### src/rtl/mac_dotprod_pkg.sv
// Shared constants and helpers for the streaming dot-product MAC.
// Optional feature macro: MAC_DOTPROD_SATURATE_EN (saturating accumulate + ovf tag).
package mac_dotprod_pkg;

  localparam int PIPE_LAT  = 4;
  localparam int MAX_LANES = 16;
  localparam int MAX_WIDTH = 18;
  localparam int MAX_BUS_W = MAX_LANES * MAX_WIDTH;

  typedef logic [MAX_BUS_W-1:0] bus_t;

`ifdef MAC_DOTPROD_SATURATE_EN
  // Per-entry tag that rides alongside each result in the output FIFO.
  typedef struct packed {
    logic ovf;
  } mac_tag_t;
`endif

  // Ceiling log2; clog2(1) = 0.
  function automatic int clog2(input int n);
    int r;
    int v;
    r = 0;
    v = 1;
    while (v < n) begin
      v = v << 1;
      r++;
    end
    return r;
  endfunction

  // Width that holds the exact sum of LANES signed WIDTH x WIDTH products.
  function automatic int sum_w(input int lanes, input int width);
    return 2 * width + clog2(lanes);
  endfunction

  // Extract lane k (w bits wide) from a packed bus and sign-extend it.
  function automatic logic signed [MAX_WIDTH-1:0] lane_slice(input bus_t v, input int k,
                                                             input int w);
    bus_t                        sh;
    logic signed [MAX_WIDTH-1:0] r;
    sh = v >> (k * w);
    for (int i = 0; i < MAX_WIDTH; i++) r[i] = (i < w) ? sh[i] : sh[w-1];
    return r;
  endfunction

endpackage

### src/rtl/mac_dotprod_outfifo.sv
// First-word-fall-through output FIFO with occupancy count.
// Storage is not reset; only pointers and count are.
module mac_dotprod_outfifo
  import mac_dotprod_pkg::*;
#(
  parameter  int DW    = 32,
  parameter  int DEPTH = 8,
  localparam int AW    = (clog2(DEPTH) < 1) ? 1 : clog2(DEPTH),
  localparam int CW    = clog2(DEPTH + 1)
) (
  input  logic          i_clk,
  input  logic          i_rst,
  input  logic          i_push,
  input  logic [DW-1:0] i_din,
  input  logic          i_pop,
  output logic [DW-1:0] o_dout,
  output logic          o_empty,
  output logic [CW-1:0] o_count
);

  logic [DW-1:0] r_mem [DEPTH];
  logic [AW-1:0] r_wptr, r_rptr;
  logic [CW-1:0] r_count;
  logic          w_push, w_pop;

  function automatic logic [AW-1:0] ptr_inc(input logic [AW-1:0] p);
    return (p == AW'(DEPTH - 1)) ? '0 : p + AW'(1);
  endfunction

  // A push into a full FIFO only lands when a pop frees the slot the same cycle.
  assign w_pop  = i_pop && (r_count != '0);
  assign w_push = i_push && ((r_count != CW'(DEPTH)) || w_pop);

  // Data storage write port.
  always_ff @(posedge i_clk) begin
    if (w_push) r_mem[r_wptr] <= i_din;
  end

  // Pointer and occupancy tracking; push+pop leaves count unchanged.
  always_ff @(posedge i_clk) begin
    if (i_rst) begin
      r_wptr  <= '0;
      r_rptr  <= '0;
      r_count <= '0;
    end else begin
      if (w_push) r_wptr <= ptr_inc(r_wptr);
      if (w_pop)  r_rptr <= ptr_inc(r_rptr);
      case ({w_push, w_pop})
        2'b10:   r_count <= r_count + CW'(1);
        2'b01:   r_count <= r_count - CW'(1);
        default: r_count <= r_count;
      endcase
    end
  end

  assign o_dout  = r_mem[r_rptr];
  assign o_empty = (r_count == '0);
  assign o_count = r_count;

endmodule

### src/rtl/mac_dotprod_stream.sv
// Streaming signed dot-product MAC with group accumulation and a
// credit-checked FWFT output FIFO. Fixed 4-stage pipeline that never stalls;
// backpressure is absorbed entirely by refusing beats when no credit is left.
// Optional feature macro: MAC_DOTPROD_SATURATE_EN adds a saturating
// accumulate and an 'ovf' output that flags any clipped add in the group.
module mac_dotprod_stream
  import mac_dotprod_pkg::*;
#(
  parameter int LANES     = 4,
  parameter int WIDTH     = 8,
  parameter int ACC_W     = 32,
  parameter int OUT_DEPTH = 8
) (
  input  logic                    clock,
  input  logic                    resetn,
  input  logic                    ivalid,
  output logic                    oready,
  input  logic [LANES*WIDTH-1:0]  dataa,
  input  logic [LANES*WIDTH-1:0]  datab,
  input  logic                    i_first,
  input  logic                    i_last,
  input  logic                    iready,
  output logic                    ovalid,
  output logic signed [ACC_W-1:0] result
`ifdef MAC_DOTPROD_SATURATE_EN
  ,
  output logic                    ovf
`endif
);

  localparam int STAGES = PIPE_LAT;
  localparam int PROD_W = 2 * WIDTH;
  localparam int SUM_W  = sum_w(LANES, WIDTH);
  localparam int CNT_W  = clog2(OUT_DEPTH + 1);

  typedef struct packed {
`ifdef MAC_DOTPROD_SATURATE_EN
    mac_tag_t         tag;
`endif
    logic [ACC_W-1:0] res;
  } entry_t;

  localparam int ENT_W = $bits(entry_t);

  // ---------------- accept / credit ----------------
  logic              w_accept;
  logic [CNT_W-1:0]  w_fifo_cnt;
  logic [CNT_W-1:0]  r_inflight;
  logic [CNT_W:0]    w_used;
  logic              w_push;
  logic              w_empty;

  assign w_accept = ivalid && oready;
  assign w_used   = {1'b0, w_fifo_cnt} + {1'b0, r_inflight};
  // Credit counts both queued results and i_last beats still in the pipe,
  // so the FIFO can never be asked to take more than it holds.
  assign oready   = !resetn && (w_used < (CNT_W + 1)'(OUT_DEPTH));

  // Track accepted i_last beats until their result is pushed.
  always_ff @(posedge clock) begin
    if (resetn) begin
      r_inflight <= '0;
    end else begin
      case ({w_accept && i_last, w_push})
        2'b10:   r_inflight <= r_inflight + CNT_W'(1);
        2'b01:   r_inflight <= r_inflight - CNT_W'(1);
        default: r_inflight <= r_inflight;
      endcase
    end
  end

  // ---------------- pipeline control ----------------
  logic [STAGES:1] r_vld_pipe;
  logic [3:1]      r_first_pipe;
  logic [STAGES:1] r_last_pipe;

  // Valid and group flags advance one stage per cycle unconditionally.
  always_ff @(posedge clock) begin
    if (resetn) begin
      r_vld_pipe   <= '0;
      r_first_pipe <= '0;
      r_last_pipe  <= '0;
    end else begin
      r_vld_pipe   <= {r_vld_pipe[STAGES-1:1], w_accept};
      r_first_pipe <= {r_first_pipe[2:1], i_first};
      r_last_pipe  <= {r_last_pipe[STAGES-1:1], i_last};
    end
  end

  // ---------------- S1: operand capture ----------------
  logic [LANES*WIDTH-1:0] r_a, r_b;
  bus_t                   w_a_bus, w_b_bus;

  // Operands only load on an accepted beat.
  always_ff @(posedge clock) begin
    if (w_accept) begin
      r_a <= dataa;
      r_b <= datab;
    end
  end

  assign w_a_bus = bus_t'(r_a);
  assign w_b_bus = bus_t'(r_b);

  // ---------------- S2: lane products ----------------
  logic [LANES-1:0][PROD_W-1:0] w_prod;
  logic [LANES-1:0][PROD_W-1:0] r_prod;

  for (genvar k = 0; k < LANES; k++) begin : g_lane
    logic signed [PROD_W-1:0] w_ea, w_eb;
    assign w_ea      = PROD_W'(lane_slice(w_a_bus, k, WIDTH));
    assign w_eb      = PROD_W'(lane_slice(w_b_bus, k, WIDTH));
    assign w_prod[k] = w_ea * w_eb;
  end

  // Product register stage.
  always_ff @(posedge clock) begin
    r_prod <= w_prod;
  end

  // ---------------- S3: lane reduction ----------------
  logic signed [SUM_W-1:0] w_sum;
  logic signed [ACC_W-1:0] r_sum;

  // Exact signed sum of all lane products (SUM_W cannot overflow).
  always_comb begin
    w_sum = '0;
    for (int k = 0; k < LANES; k++) w_sum = w_sum + SUM_W'($signed(r_prod[k]));
  end

  // Sum register, sign-extended to accumulator width.
  always_ff @(posedge clock) begin
    r_sum <= ACC_W'(w_sum);
  end

  // ---------------- S4: accumulate ----------------
  logic signed [ACC_W-1:0] r_acc, w_acc_nxt;

`ifdef MAC_DOTPROD_SATURATE_EN
  localparam int EXT_W = ACC_W + 1;
  localparam logic signed [ACC_W-1:0] ACC_MAX = {1'b0, {(ACC_W-1){1'b1}}};
  localparam logic signed [ACC_W-1:0] ACC_MIN = {1'b1, {(ACC_W-1){1'b0}}};

  logic signed [EXT_W-1:0] w_add;
  logic                    w_clip;
  logic                    r_ovf, w_ovf_nxt;

  // Saturating add with a group-sticky clip flag; a first beat restarts both.
  always_comb begin
    w_add     = EXT_W'(r_acc) + EXT_W'(r_sum);
    w_clip    = w_add[ACC_W] ^ w_add[ACC_W-1];
    w_acc_nxt = w_add[ACC_W-1:0];
    w_ovf_nxt = r_ovf;
    if (r_first_pipe[3]) begin
      w_acc_nxt = r_sum;
      w_ovf_nxt = 1'b0;
    end else if (w_clip) begin
      w_acc_nxt = w_add[ACC_W] ? ACC_MIN : ACC_MAX;
      w_ovf_nxt = 1'b1;
    end
  end

  // Sticky overflow flag register.
  always_ff @(posedge clock) begin
    if (resetn)             r_ovf <= 1'b0;
    else if (r_vld_pipe[3]) r_ovf <= w_ovf_nxt;
  end
`else
  // Wrapping add; a first beat replaces the accumulator.
  always_comb begin
    w_acc_nxt = r_first_pipe[3] ? r_sum : r_acc + r_sum;
  end
`endif

  // Accumulator; reset to zero so a headless group starts from 0.
  always_ff @(posedge clock) begin
    if (resetn)             r_acc <= '0;
    else if (r_vld_pipe[3]) r_acc <= w_acc_nxt;
  end

  // ---------------- output FIFO ----------------
  entry_t w_push_ent, w_head;
  logic   w_pop;

  assign w_push = r_vld_pipe[STAGES] && r_last_pipe[STAGES];

  // Pack the finished group result (and tag) into a FIFO entry.
  always_comb begin
    w_push_ent     = '0;
    w_push_ent.res = r_acc;
`ifdef MAC_DOTPROD_SATURATE_EN
    w_push_ent.tag.ovf = r_ovf;
`endif
  end

  mac_dotprod_outfifo #(
    .DW    (ENT_W),
    .DEPTH (OUT_DEPTH)
  ) u_outfifo (
    .i_clk   (clock),
    .i_rst   (resetn),
    .i_push  (w_push),
    .i_din   (w_push_ent),
    .i_pop   (w_pop),
    .o_dout  (w_head),
    .o_empty (w_empty),
    .o_count (w_fifo_cnt)
  );

  // Outputs are masked during reset so stale FIFO contents never leak.
  assign ovalid = !resetn && !w_empty;
  assign w_pop  = ovalid && iready;
  assign result = ovalid ? $signed(w_head.res) : '0;
`ifdef MAC_DOTPROD_SATURATE_EN
  assign ovf    = ovalid ? w_head.tag.ovf : 1'b0;
`endif

endmodule

### config.mk
export PLATFORM = sky130hd
export DESIGN_NAME = mac_dotprod_stream
export DESIGN_NICKNAME = d
export VERILOG_FILES = /design/src/rtl/mac_dotprod_pkg.sv /design/src/rtl/mac_dotprod_outfifo.sv /design/src/rtl/mac_dotprod_stream.sv
export SDC_FILE = /design/constraint.sdc
export NUM_CORES = 1
export LEC_CHECK = 0
export CAP_MARGIN = 20
export CORE_MARGIN = 5
export CORE_UTILIZATION = 47
export CTS_CLUSTER_DIAMETER = 120
export DETAILED_ROUTE_END_ITERATION = 8
export PLACE_DENSITY = 0.7
export SYNTH_ARGS = -nofsm -noshare
export SYNTH_HDL_FRONTEND = slang
export SYNTH_SLANG_ARGS = --single-unit
export TNS_END_PERCENT = 1
### constraint.sdc
create_clock -name clock -period 15.2 [get_ports clock]
set_clock_uncertainty 0.2 [all_clocks]
set_input_delay 2.28 -clock clock [delete_from_list [all_inputs] [get_ports clock]]
set_output_delay 2.28 -clock clock [all_outputs]
set_load 0.02 [all_outputs]
==> results of run 1 <==
[power by group]
part / switching (µW) / internal (µW) / total (µW)
combinational: 1350 / 1180 / 2530
clock: 510 / 679 / 1190
sequential: 109 / 1510 / 1620
total: 1970 / 3360 / 5330
[worst paths after layout]
path | slack (ns) | depth (start not counted) | endpoint
setup / recovery | 8.23 | 4 | ovalid
hold reg to reg | 0.23 | 1 | r_last_pipe[3]$_SDFF_PP0_
setup reg to reg | 9.87 | 18 | r_prod[30]$_DFF_P_
hold / removal | 0.23 | 1 | r_last_pipe[3]$_SDFF_PP0_
[final cells by class]
type,count,area (µm²),share of cell area
Sequential cell,462,12500,0.386
Multi-Input combinational cell,1450,14700,0.455
Tap cell,782,978,0.0303
Clock buffer,61,1350,0.0420
Timing Repair Buffer,117,1130,0.0351
Inverter,359,1350,0.0418
Clock inverter,30,295,0.00916
[metal layers]
layer	GRT usage	wire [µm]	vias to the layer above
met3	0.0229	1840	92
li1	-	-	8061
met1	0.222	24100	8222
met5	0	0	-
met4	0.0458	1240	0
met2	0.295	27100	258
[synth_stat cells (3+ instances only)]
cell type / instances
edfxtp_1: 320
a221oi_1: 3
nor4_1: 6
and2_1: 176
o41a_1: 4
a31oi_1: 8
a211oi_1: 11
buf_1: 14
and3_1: 6
or3_1: 6
clkbuf_1: 25
xnor2_1: 80
mux4_2: 64
nor2_1: 129
a21o_1: 25
xor2_1: 18
o21ai_0: 56
dfxtp_1: 142
inv_1: 359
a21boi_0: 13
fa_1: 256
nand2b_1: 9
nand3_1: 23
o31a_1: 3
or2_2: 5
o21bai_1: 4
mux2_2: 6
nor3b_1: 7
o211a_1: 4
ha_1: 176
o211ai_1: 11
a21oi_1: 59
nor2b_1: 49
nand4_1: 3
mux2i_1: 42
o21a_1: 11
nor3_1: 20
nand2_1: 118
o2111ai_1: 5
[state kept, by name, summed over array words and instances (netlist names), named ones only]
| register | cells |
|---|---|
| u_outfifo.r_mem | 256 |
| r_prod | 64 |
| r_a | 32 |
| r_acc | 32 |
| r_b | 32 |
| r_sum | 18 |
| r_inflight | 4 |
| r_last_pipe | 4 |
| r_vld_pipe | 4 |
| u_outfifo.o_count | 4 |
| r_first_pipe | 3 |
| u_outfifo.r_rptr | 3 |
| u_outfifo.r_wptr | 3 |
[cells by family (layout without fill, tap and decap cells)]
logic type	after synthesis	count (layout)
buffers and inverters	399	567
and+or+nand+nor	565	565
AOI/OAI and AO/OA	243	243
adders and majority gates	432	432
xor gates and xnor gates	98	98
muxes	112	112
DFF	462	462
[worst reg2reg max path, cell delays in order, from the launching register on]
cell,delay (ns)
edfxtp_1,0.53
and2_1,0.23
fa_1,0.52
inv_1,0.06
fa_1,0.50
inv_1,0.05
fa_1,0.52
inv_1,0.05
fa_1,0.47
inv_1,0.04
ha_1,0.31
o21ai_0,0.13
a21boi_0,0.28
o21ai_0,0.16
a21boi_0,0.24
o21ai_0,0.15
a21boi_0,0.36
nor4_1,0.09
a311o_1,0.33
[metrics by stage]
step	cells	cell area (µm²)	hold slack, ns	power [µW]	setup slack [ns]
final	3261	32200	0.231	5330	8.23
after global routing	3261	32200	0.252	5820	8.02
after CTS	3261	32200	0.238	5390	8.15
after detailed placement	3170	30600	0.232	4180	8.15
after global placement	3170	30600	0.222	4110	8.25
after floorplan	2311	28600	0.214	3640	8.46
==> results.md, run 1 <==
* Maxcap violations at 0
* Most frequent cells in the layout: inv_1, edfxtp_1, fa_1
* Util after Layout at 0.534
* CTS Buf Count at just under 50
* Hold Crit Class: flip-flop to flip-flop
* Final hold violation count at 0
* Maximum vdd drop at 0.000149 V
* Compound-Gate Fraction of Synth Area at 0.0577
* Dominant cells by area after synthesis: edfxtp_1, fa_1, dfxtp_1
* Gpl congestion at 0.855
* EDFF count, synth at 320
* Die area at 65900 µm²
* WP buf/inv at 3
* Critical path origin: resetn
* Worst slew pin tran at 1.04 ns
* CP arrival at 4.49 ns
* Net count after synthesis at 2813
* Ys async rst share at 0
* Fillers at approximately 5000
* Post-Synthesis Cell Area at 28600 µm²
* Yosys cell types at 64
* Adder-cell area share of the yosys netlist at 0.256
* Post-layout min period at ~7.0 ns
* Average size of a mapped cell at 12.4 µm²
* Synthesized instance count at 2311
* Tcrit/Tclk final at 0.459
* CTS clk-pin slew, worst paths at 0.06 ns
* FF-to-FF Start: r_b[9]$_DFFE_PP_
* Pin count of the biggest net entering global routing at between 60 and 70
* Final setup fails at 0
* Remaining Overflow, GRT at 0
* DRC at 0
* Vias in the first global route at about 18000
* Worst setup EP type: output port
* Area added between synthesis and finish at 12.8%
* Initial antenna violation count at 0
* Diodes inserted at 0
* Resized cells post-CTS at 0
* Placeable Area at roughly 60000 µm²
* First-pass GRT wire length at 91500 µm
* Antenna violation net count after detailed routing at 0
* Maximum clock insertion buffer count at 3
* Die Ht at between 200 and 300 µm
* # rows at 90
* Hold Buf Count CTS at 0
* Die width at 257 µm
* Setup bufs post-CTS at 0
* Clk root buf: clkbuf_16
* Most common cell after layout, fill and taps aside: inv_1
* Final wirelength at 54300 µm
* Setup tns final at 0 ns
* Post-synth top area share at 0.336
* Final HPWL DP at a little under 40000 µm
* Maximum clock frequency at between 100 and 150 MHz
* Worst stage delay on the critical path at around 0.70 ns
* Combinational family with the most area after synthesis: adder cells
* H-Tree Depth at 2
* Data required, critical path at 12.72 ns
* Initial drt markers at 817
* Wire length per cell at 16.6 µm
* Final slew viol count at 0
* Max FO, Critical Path at 47
* RSZ-0062 raised after global routing: no
* Crit path cell chain: buf_2, or2_2, inv_1, clkdlybuf4s50_1
* Starting Density at 0.474
* Synth Area in XOR/XNOR at 0.0300
* Dominant cell type by area after synthesis: edfxtp_1
* Slowest CP cell: or2_2
* Clock insertion delay at the later pin of the skew report at 0.59 ns
* Via count at 16600
* CTS tree: built
* CP Class: input port to output port
* Hold_sp: r_last_pipe[2]$_SDFF_PP0_
* # IOs at between 100 and 150
* Sequential area share after synthesis at 0.435
* Warnings, synthesis at 0
* Post-Synth Simple-Gate Area at 0.101
* Layout cells sized above 1 at 0.0815
* Sink Count at 462
* GR Util All Layers at 0.168
* Status: finished, final reports clean
* Layout Nets at 2941
* Drt first pass iters at 5
* Family with the most delay on the worst path: buffers and inverters
* Routed vias/inst at 5.10
* Most used DFF post-synth: edfxtp_1
* PD cells at 165 nW/µm²
* #FFs+latches synth at roughly 460
* Leakage at approximately 0.013 µW
* Mux contribution to synthesized area at 0.0675
* Critical path launch point type: input port
* Relative slew slack at 0.304
* Port Buffers at 103
(Power assumes the default switching activity.)
==> inputs of run 2 (changes only) <==
==> constraint.sdc (replaced) <==
create_clock -name clock -period 6.5 [get_ports clock]
set_clock_uncertainty 0.2 [all_clocks]
set_input_delay 0.975 -clock clock [delete_from_list [all_inputs] [get_ports clock]]
set_output_delay 0.975 -clock clock [all_outputs]
set_load 0.02 [all_outputs]
==> run 2 against run 1 <==
  * Final cell count increased by 0.18%
  * Final area increased by 0.45%
  * Via count increased by 0.97%
  * Die area unchanged
  * First-iteration DRC count increased by 8.0%
  * Sequential power increased by 130%
  * Power increased by 140%
  * Critical path depth increased by 14
  * Count of clock-buffer cells in the layout decreased by 1
  * Wire length increased by 2.7%
==> results.md, run 2 (same netlist as run 1, synthesis figures left out) <==
* Status: finished, final reports clean
* Remaining Overflow, GRT at 0 (unchanged)
* Initial antenna violation count at 0 (unchanged)
* Hold_sp: r_last_pipe[3]$_SDFF_PP0_
* Sw Pwr at 4620 µW (+130%)
* Most common cell after layout, fill and taps aside: inv_1
* Maximum vdd drop at 0.000327 V (+120%)
* CP Class: flip-flop to flip-flop
* DRC at 0 (unchanged)
* P_int at 8010 µW (+140%)
* Sequential share of power at 0.299 (-0.004)
* CTS tree: built
* Max FO, Critical Path at 8 (-83%)
* Reg2reg end: r_prod[30]$_DFF_P_
* Hold Buf Count CTS at 0 (unchanged)
* Diodes inserted at 0 (unchanged)
* Max reg flops at 256 (unchanged)
* PnR worst setup slack at 1.32 ns (-6.91 ns)
* Maxcap violations at 0 (unchanged)
* Tcrit/Tclk final at 0.797
* Setup bufs post-CTS at 0 (unchanged)
* Post-layout min period at 5.18 ns
* Layout Nets at 2945 (+0.14%)
* Biggest register: u_outfifo.r_mem
* H-Tree Depth at 2 (unchanged)
* Final hold violation count at 0 (unchanged)
* Wire length per cell at 17.1 µm (+2.5%)
* R2R setup slack at 1.32 ns (-8.55 ns)
* Hold depth at 1 (unchanged)
* Worst Setup Slack post-DPL at 1.33 ns (-6.82 ns)
* Switching portion of total power at 0.366 (-0.00356)
* First-pass GRT wire length at 93400 µm (+2.0%)
* FF-to-FF Start: r_a[13]$_DFFE_PP_
* Final setup fails at 0 (unchanged)
* PD cells at 390 nW/µm² (+140%)
* Vias in the first global route at 18000 (-0.061%)
* # IOs at 104 (unchanged)
* Top Registers: u_outfifo.r_mem: 256 flops, r_prod: 64 flops
* Via count at 16800 (+0.97%)
* Die width at 257 µm (unchanged)
* Final HPWL DP at 40600 µm (+3.0%)
* Starting Density at 0.474 (unchanged)
* Initial drt markers at 882 (+8.0%)
* Hold Crit Class: flip-flop to flip-flop
* Most frequent cells in the layout: inv_1, edfxtp_1, fa_1
* Comb pwr share at 0.467 (-0.007)
* Clk root buf: clkbuf_16
* FF-to-FF path depth at 18 (unchanged)
* CP arrival at 5.46 ns (+0.97 ns)
* Finished Cell Area at 32400 µm² (+0.45%)
* Die area at 65900 µm² (unchanged)
* Relative slew slack at 0.284 (-0.0204)
* Tot Pwr at 12600 µW (+140%)
* RSZ-0062 raised after global routing: no
* Final slew viol count at 0 (unchanged)
* Clock insertion delay at the later pin of the skew report at 0.61 ns (+0.02 ns)
* Resized cells post-CTS at 0 (unchanged)
* WHS Endpoint: r_last_pipe[4]$_SDFF_PP0_
* GR Util All Layers at 0.173 (+0.00464)
* Routed vias/inst at 5.14 (+0.78%)
* Fillers at 5039 (+0.16%)
* Layout cells sized above 1 at 0.0821 (+0.000608)
* Worst setup EP type: flip-flop
* Port Buffers at 103 (unchanged)
* # rows at 90 (unchanged)
* Post-DP Area at 30600 µm² (about the same)
* Worst slew pin tran at 1.07 ns (+0.0306 ns)
* CTS Buf Count at 50 (+2.0%)
* Sink Count at 462 (unchanged)
* Critical path launch point type: flip-flop
* Clock network fraction of total power at 0.234 (+0.011)
* Leakage at 0.0131 µW (+0.47%)
* Die Ht at 257 µm (unchanged)
* Area added between synthesis and finish at 13.3%
* Maximum clock insertion buffer count at 3 (unchanged)
* Pin count of the biggest net entering global routing at 65 (-1.5%)
* Final wirelength at 55800 µm (+2.7%)
* Data required, critical path at 6.78 ns (-5.94 ns)
* Gpl congestion at 0.904 (+5.7%)
* Antenna violation net count after detailed routing at 0 (unchanged)
* CTS clk-pin slew, worst paths at 0.06 ns (about the same)
* Setup tns final at 0 ns (unchanged)
* Drt first pass iters at 5 (unchanged)
* Placeable Area at 60400 µm² (unchanged)
* Maximum clock frequency at 193 MHz
run 2: power by group through the flow:
| stage | registers [µW] | clock network, µW | logic (µW) |
|---|---|---|---|
| after global placement | 3830 | 0 | 5750 |
| after CTS | 3780 | 3030 | 5950 |
| after detailed placement | 3840 | 0 | 5900 |
| final | 3770 | 2950 | 5900 |
| after floorplan | 3740 | 0 | 4760 |
| after global routing | 3810 | 3160 | 6800 |
run 2: worst max-delay path by stage:
stage	from	endpoint	slack, ns	cells past startpoint
2_1_floorplan	resetn	r_inflight[3]$_SDFFE_PP0P_	1.06	12
3_3_place_gp	r_a[7]$_DFFE_PP_	r_prod[14]$_DFF_P_	1.50	18
3_5_place_dp	r_a[13]$_DFFE_PP_	r_prod[30]$_DFF_P_	1.33	18
4_1_cts	r_a[13]$_DFFE_PP_	r_prod[30]$_DFF_P_	1.31	18
5_1_grt	r_a[7]$_DFFE_PP_	r_prod[14]$_DFF_P_	0.83	18
6_report	r_a[13]$_DFFE_PP_	r_prod[30]$_DFF_P_	1.32	18
run 2: area by class of cell:
| type | instances | area, µm² | area share |
|---|---|---|---|
| well taps | 782 | 978 | 0.0302 |
| clock inverters | 34 | 412 | 0.0127 |
| flip-flops and latches | 462 | 12500 | 0.385 |
| multi-input cells | 1450 | 14700 | 0.453 |
| inverters | 359 | 1350 | 0.0416 |
| clock buffers | 60 | 1360 | 0.0420 |
| repair buffers | 120 | 1150 | 0.0356 |
run 2: per-stage QoR:
stage,util,hold slack (ns),std cells
2_1_floorplan,-,0.214,2311
3_3_place_gp,0.507,0.228,3173
3_5_place_dp,0.507,0.223,3173
4_1_cts,0.537,0.232,3267
5_1_grt,0.537,0.252,3267
6_report,0.537,0.217,3267
run 2: per-layer routing:
| metal | wire length (µm) | vias to the layer above | track usage |
|---|---|---|---|
| met5 | 0 | - | 0 |
| met2 | 28000 | 287 | 0.305 |
| li1 | - | 8056 | - |
| met4 | 1220 | 0 | 0.0416 |
| met3 | 2260 | 77 | 0.0261 |
| met1 | 24300 | 8374 | 0.227 |
run 2: critical path, cell delays in order (launching register included):
cell      delay [ns]
edfxtp_1        0.48
and2_1          0.23
fa_1            0.54
inv_1           0.06
fa_1            0.53
inv_1           0.05
fa_1            0.47
inv_1           0.05
fa_1            0.47
inv_1           0.04
ha_1            0.32
o21ai_0         0.12
a21boi_0        0.25
o21ai_0         0.15
a21boi_0        0.24
o21ai_0         0.14
a21boi_0        0.34
nor4_1          0.08
a311o_1         0.32
